### config.mk
export PLATFORM = sky130hd
export DESIGN_NAME = booth_mul_seq
export DESIGN_NICKNAME = d
export VERILOG_FILES = /design/src/rtl/booth_mul_seq.sv
export SDC_FILE = /design/constraint.sdc
export NUM_CORES = 1
export LEC_CHECK = 0
export CORE_ASPECT_RATIO = 1.4
export CORE_MARGIN = 2
export CORE_UTILIZATION = 49
export DETAILED_ROUTE_END_ITERATION = 8
export MAX_ROUTING_LAYER = met4
export PLACE_DENSITY = 0.87
export SYNTH_ARGS = -nofsm -noshare
export SYNTH_HDL_FRONTEND = slang
export SYNTH_SLANG_ARGS = --single-unit
### constraint.sdc
create_clock -name clk -period 2.2 [get_ports clk]
set_input_delay 0.44 -clock clk [delete_from_list [all_inputs] [get_ports clk]]
set_output_delay 0.44 -clock clk [all_outputs]
set_load 0.01 [all_outputs]
### src/rtl/booth_mul_seq.sv
// Sequential radix-2 Booth multiplier driving an external add_sub unit.
// Define BOOTH_SKIP_EN to fold the shift into CALC for 00/11 bit pairs.
module booth_mul_seq #(
  parameter int WIDTH = 4
) (
  input  logic               clk,
  input  logic               rst,
  input  logic               start,
  input  logic [WIDTH-1:0]   mcand,
  input  logic [WIDTH-1:0]   mplier,
  output logic               busy,
  output logic               done,
  output logic               err,
  output logic [2*WIDTH-1:0] product,
  output logic [WIDTH-1:0]   as_a,
  output logic [WIDTH-1:0]   as_b,
  output logic               as_m,
  input  logic [WIDTH-1:0]   as_s,
  input  logic               as_c
);

  localparam int CW = $clog2(WIDTH) + 1;

  typedef enum logic [1:0] {
    S_IDLE,
    S_CALC,
    S_SHIFT,
    S_DONE
  } state_t;

  state_t state;
  state_t nstate;

  logic [WIDTH-1:0]   acc;
  logic [WIDTH-1:0]   q;
  logic               q_1;
  logic [WIDTH-1:0]   mc;
  logic [CW-1:0]      cnt;
  logic               err_r;
  logic               err_q;
  logic [2*WIDTH-1:0] prod_r;

  logic [1:0]         pair;
  logic               op_en;
  logic               last;
  logic               load;
  logic               acc_ld;
  logic               shift_en;
  logic [2*WIDTH:0]   shr;
  logic               as_c_unused;

  // Carry-out is meaningless for two's-complement accumulation.
  assign as_c_unused = as_c;

  assign pair  = {q[0], q_1};
  assign op_en = ^pair;
  assign last  = (cnt == CW'(1));
  assign shr   = {acc[WIDTH-1], acc, q};

  assign load   = (state == S_IDLE) && start;
  assign acc_ld = (state == S_CALC) && op_en;

  always_comb begin
    shift_en = (state == S_SHIFT);
`ifdef BOOTH_SKIP_EN
    if ((state == S_CALC) && !op_en)
      shift_en = 1'b1;
`endif
  end

  // State register
  always_ff @(posedge clk) begin
    if (rst)
      state <= S_IDLE;
    else
      state <= nstate;
  end

  // Next-state logic
  always_comb begin
    nstate = state;
    unique case (state)
      S_IDLE: begin
        if (start)
          nstate = S_CALC;
      end
      S_CALC: begin
        nstate = S_SHIFT;
`ifdef BOOTH_SKIP_EN
        if (!op_en)
          nstate = last ? S_DONE : S_CALC;
`endif
      end
      S_SHIFT: begin
        nstate = last ? S_DONE : S_CALC;
      end
      S_DONE: begin
        nstate = S_IDLE;
      end
      default: begin
        nstate = S_IDLE;
      end
    endcase
  end

  // Output logic
  always_comb begin
    busy = 1'b1;
    done = 1'b0;
    as_m = 1'b0;
    unique case (state)
      S_IDLE:  busy = 1'b0;
      S_CALC:  as_m = (pair == 2'b10);
      S_SHIFT: busy = 1'b1;
      S_DONE:  done = 1'b1;
      default: busy = 1'b0;
    endcase
  end

  // Datapath: ACC/Q/Q_1 form one arithmetic shift chain
  always_ff @(posedge clk) begin
    if (rst) begin
      acc    <= '0;
      q      <= '0;
      q_1    <= 1'b0;
      mc     <= '0;
      cnt    <= '0;
      err_r  <= 1'b0;
      err_q  <= 1'b0;
      prod_r <= '0;
    end else if (load) begin
      mc    <= mcand;
      q     <= mplier;
      acc   <= '0;
      q_1   <= 1'b0;
      cnt   <= CW'(WIDTH);
      err_r <= (mcand == {1'b1, {(WIDTH-1){1'b0}}});
    end else if (acc_ld) begin
      acc <= as_s;
    end else if (shift_en) begin
      {acc, q, q_1} <= shr;
      cnt <= cnt - CW'(1);
      if (last) begin
        prod_r <= shr[2*WIDTH:1];
        err_q  <= err_r;
      end
    end
  end

  assign as_a    = acc;
  assign as_b    = mc;
  assign product = prod_r;
  assign err     = err_q;

endmodule

Word level (Yosys, flattened, before mapping)
Cells that the tools add are included.
- register bits: 27
- input bits: 16
- add/subtract/negate cells: 1
- eq/ne operators: 8
- multiplexer cells: 14
- bitwise operators: 2
- reductions and logical operators: 10
- operators by type and width (operator ; number):
    4-bit 2-to-1 mux ; 4
    3-bit 2-to-1 mux ; 4
    2-bit case mux with 4 select lines ; 1
    2-bit equality test, second input constant ; 3
    4-bit equality test, second input constant ; 1
    2-bit 2-to-1 mux ; 2
    2-bit inequality test, second input constant ; 2
    2-bit AND reduction ; 2
    4-bit AND reduction ; 1
    2-bit nonzero test ; 2
    3-bit by 1-bit equality test with 1-bit output, second input constant ; 1
    1-bit 2-to-1 mux ; 3
    3-bit by 1-bit subtractor with 3-bit output, second input constant ; 1
    2-bit by 1-bit equality test with 1-bit output, second input constant ; 1
    1-bit logical AND ; 2
    2-bit zero test ; 1
    1-bit NOT ; 2
    2-bit OR reduction ; 1
    2-bit XOR reduction ; 1

Logic depth before layout (Yosys ltp)
- depth after elaboration: 4
- gate-level depth with buffers: 6

Least setup slack after synthesis
OpenSTA, ideal clock, no wires.
- path type: register to register
- start point: register q_1
- end point: register acc[1], in the netlist as_a[1]
- arrival: 1.175 ns
- data required time: 2.077 ns
- setup slack: 0.902 ns
- stages on the path, launching flop included: 6
- path buffers: 0
- cell sequence: dfxtp_1 inv_1 ha_1 or3b_4 nor2_1 a211oi_2
- longest elaborated chain between the ends: 3
- elaborated cells between the ends (all ways): 4
- classes of those cells: mux (1); reduce/logical (3)
- RTL lines (what ; line ; source):
    start: declaration ; 36 ; logic q_1;
    start signal: assignment ; 141 ; {acc, q, q_1} <= shr;
    2-bit XOR reduction (*) ; 56 ; assign op_en = ^pair;
    1-bit logical AND (*) ; 61 ; assign acc_ld = (state == S_CALC) && op_en;
    4-bit 2-to-1 mux or 2-bit nonzero test (tied branches) ; - ;
    end signal: assignment ; 139 ; acc <= as_s;
    end signal: assignment ; 141 ;
    end: declaration ; 34 ; logic [WIDTH-1:0] acc;
Every way passes the cells marked *; elsewhere a longest branch is shown, timed or not. The select of a mux whose other input is x is not followed.
A chain may end at the register's enable or synchronous reset.

Final worst setup path
- start point: register state[1]
- end point: output port as_m
- longest elaborated chain between the ends: 2
- RTL lines (what ; line ; source):
    start: declaration ; 31 ; state_t state;
    start signal: assignment ; 76 ; state <= nstate;
    2-bit by 1-bit equality test with 1-bit output ; 111 ; unique case (state)
    1-bit 2-to-1 mux ; 111 ;
    end: declaration ; 17 ; output logic as_m,
Every way passes these cells.

==> results.txt <==
- Result of the run: finished clean
- Fraction of power consumed by the clock network: 23.8%
* Post-synthesis compound-gate area fraction: approximately 16%
* Post-Route WL: ~2400 µm
- Counting every sink on the clock net gives 27.
- Clock period minus worst slack: approximately 2.1 ns
* DRC violations left: 0
- Post-route clock period utilization: approximately 95%
- Number of global-route vias before repair: roughly 900
* Die height: about 62 µm
* Placer congestion estimate: ~0.77
- Leading register cell type out of synthesis: dfxtp_1
- Required time of the worst setup path: 1.76 ns
- Number of buffers created by CTS: 3
- In the detailed route, the total length drawn on met2 is ~1300 µm.
- Number of cells produced by synthesis: between 100 and 150
* Most frequent cells after synthesis: 27 x dfxtp_1, 21 x nand2_1, 15 x nor2_1
- Fillers: between 150 and 200
- Hold Violations, Final: 0
* Hold-fix buffers at CTS: 0
* Total Nets Final: approximately 180
- STA puts the critical path data arrival time at between 1.5 and 2 ns.
- Net load switching power: around 0.00021 W
- The number of antenna violations at the first check in global routing is 0.
- The clock arrives with 0.00291 ns of skew.
* Clock tree from TritonCTS: yes
- Cell internal power dissipation: 0.000652 W
- The worst setup path is of the flip-flop to primary output kind.
* Static leakage: between 0.5 and 0.6 nW
- The highest layer touched by signal routing is met4.
* Global route overflow: 0
* Worst relative slew slack: roughly 74%
* Maximum number of pins on one net before global-route repair: 21
- Final-report setup violation count: 0
- Setup repair after global routing left no endpoint under its margin.
- Post-route worst setup slack: 0.117 ns
- Fraction of synthesis flops using an asynchronous set or reset pin: 0%
- Multiplexer area fraction after synthesis: under 10%
- Measured in cells, the most critical reg-to-reg path has a length of 5.
- 0 antenna diodes ended up in the layout.
- DR WL/cell: 13.2 µm
- I/O pin count: 36
- First-pass detailed-route iteration total: 6
- Port buffering added 34 buffers.
* Post-synthesis adder-cell area fraction: 3.22%
- Antenna Nets Post-Route: 0
- Proportion of power drawn by combinational gates: ~15%
- Post-synth top area share: 46.4%
- DR vias: between 900 and 1k
* Sequential Power Share: about three fifths
* Clock Pin Slew Worst Setup and Hold Paths: about 0.14 ns
- Dividing the synthesized area by the synthesized cell count gives 9.04 µm².
- The floorplan has 20 rows.
- The initial utilization of the core area, before any placement, comes to 53.0%.
- Footprint of the multi-input gates: 551 µm²
* Seq/Total Area, Yosys: between 40 and 50%
* Kind of launch point of the worst setup path: flip-flop
- Power per cell area: about 570 nW/µm²
- Peak fanout along the critical path: 11
- In this run the worst hold path is classified as flip-flop to flip-flop.
- H-tree depth: 1
- The post-route netlist has a little under 9% of its cells at a drive strength greater than 1.
- Cell type contributing the most total cell area after synthesis: dfxtp_1
- DR iter-0 viols: 23
- Yosys mapped a number of flops with a built-in enable equal to 0.
- Combinational family with the most area after synthesis: simple AND/OR/NAND/NOR gates
* Register area: 543 µm²
* Overall Global Routing Usage: approximately a fifth
* Fin area: about 1500 µm²
- The cell sitting at the root of the clock tree is a clkbuf_4.
- At the pin with the least slew margin, the transition time is approximately 0.38 ns.
- For the worst-skew pair, the clock arrives at the later sink with an insertion delay of a little over 0.3 ns.
- When the netlist entered floorplanning its net count stood at between 100 and 150.
* FMAX: 480 MHz
- Net switching is about a quarter of the power.
- After detailed routing, the met3 layer carries ~110 µm of wire.
- Floorplan die area: between 2000 and 3000 µm²
- Across the run, the number of max-cap violations was 0.
* Via density per instance: 5.44
- Wire length of the first global-routing pass: 3910 µm
* Most frequent cell after synthesis: dfxtp_1
- The setup check on the worst reg-to-reg path leaves a slack of 0.82 ns.
- For the final routed database, the setup TNS stands at 0 ns.
* Final slew viol count: 0
- Area contributors post-synth: dfxtp_1 46%, nand2_1 6.8%, a21oi_1 5.6%
- Sort of element at the end of the critical path: primary output
* Area inside the core boundary: roughly 2200 µm²
- Synthesized cell area: approximately 1200 µm²
- Final HPWL DP: roughly 1800 µm
* XOR/XNOR Fraction of Synth Area: less than 1%
* Area grow syn2layout: 30.6%
- Clock buffer depth: 2
- Area fraction in and, or, nand and nor cells after synthesis: between 20% and 30%
- Count of cells along the worst hold path: 2
- IR analysis of the VDD net gives a maximum drop of 0.530 mV.
- Placed Instances: 179
* Cell area after placement: between 1000 and 1500 µm²
- Synthesis inferred 27 register bits.
- The count of cells in the finished layout, fillers not included, comes to between 150 and 200.
- The die is 45.2 µm wide.
- Synth cell types: 31
* Synth warnings: 0
- The detailed router put a total of 1010 µm of wire on met1.
- Post-Route Utilization: 69.1%
- Setup Slack @ Placement: 0.341 ns
[state kept, by name, indices dropped and copies added (netlist names)]
name,cells
err,1
cnt,3
as_a,4
q_1,1
err_r,1
product,7
as_b,4
state,2
q,4
[cell families (layout without fill, tap and decap cells)]
logic type,Yosys count,in the layout
AND/OR/NAND/NOR,51,51
AO/OA/AOI/OAI,28,28
flip-flops,27,27
buffers and inverters,13,45
multiplexers,6,6
adder cells (fa/ha/maj),3,3
XOR/XNOR,1,1
[path summary, 6_finish.rpt]
check | from | to
min reg2reg | err | err
max reg2reg | q_1 | as_a[1]
max | state[1] | as_m
min | err | err
[through the flow]
step	hold slack [ns]	total power [W]
floorplan	0.431	0.000613
global placement	0.439	0.000665
detailed placement	0.446	0.000670
CTS	0.464	0.000870
global route	0.495	0.000903
finish	0.465	0.000866
[what timing repair did]
| action | CTS | global route |
|---|---|---|
| setup endpoints to repair | 2 | 2 |
| cloned | 0 | 0 |
| gates resized for setup | 1 | 1 |
| buffers inserted | 0 | 0 |
[cell usage in the layout, fill, tap and decap left out, drive strengths merged, types with 2 or more instances in the layout]
| cell type | count |
|---|---|
| buf | 2 |
| clkdlybuf4s50 | 34 |
| nor3b | 2 |
| nor2 | 15 |
| nand2b | 2 |
| clkbuf | 3 |
| inv | 5 |
| mux2i | 6 |
| o22ai | 4 |
| a211oi | 7 |
| nand2 | 21 |
| nand3 | 2 |
| a21oi | 13 |
| ha | 3 |
| dfxtp | 27 |
| a22oi | 2 |
[cell type report]
class,instances,area share (%)
multi-input cells,89,36.2
well taps,22,1.81
flip-flops and latches,27,35.7
repair buffers,36,23.3
inverters,5,1.23
clock inverters,1,0.329
clock buffers,3,1.48
[worst max-delay path: stages (launching register included)]
cell,delay (ns)
dfxtp_2,0.41
inv_1,0.20
and3_1,0.19
clkdlybuf4s50_1,0.54
[power by group through the flow]
stage	clock network [W]	registers (W)	logic (W)
6_report	0.000206	0.000529	0.000132
5_1_grt	0.000225	0.000532	0.000145
3_3_place_gp	0	0.000537	0.000128
4_1_cts	0.000210	0.000528	0.000132
2_1_floorplan	0	0.000534	0.0000787
3_5_place_dp	0	0.000539	0.000131
[routing by layer]
layer | GRT usage (%) | up-vias
met5 | - | -
li1 | - | 502
met4 | 6.30 | 0
met1 | 23.3 | 461
met2 | 33.7 | 29
met3 | 2.60 | 4
Note: power is estimated with default switching activity, not from simulation.
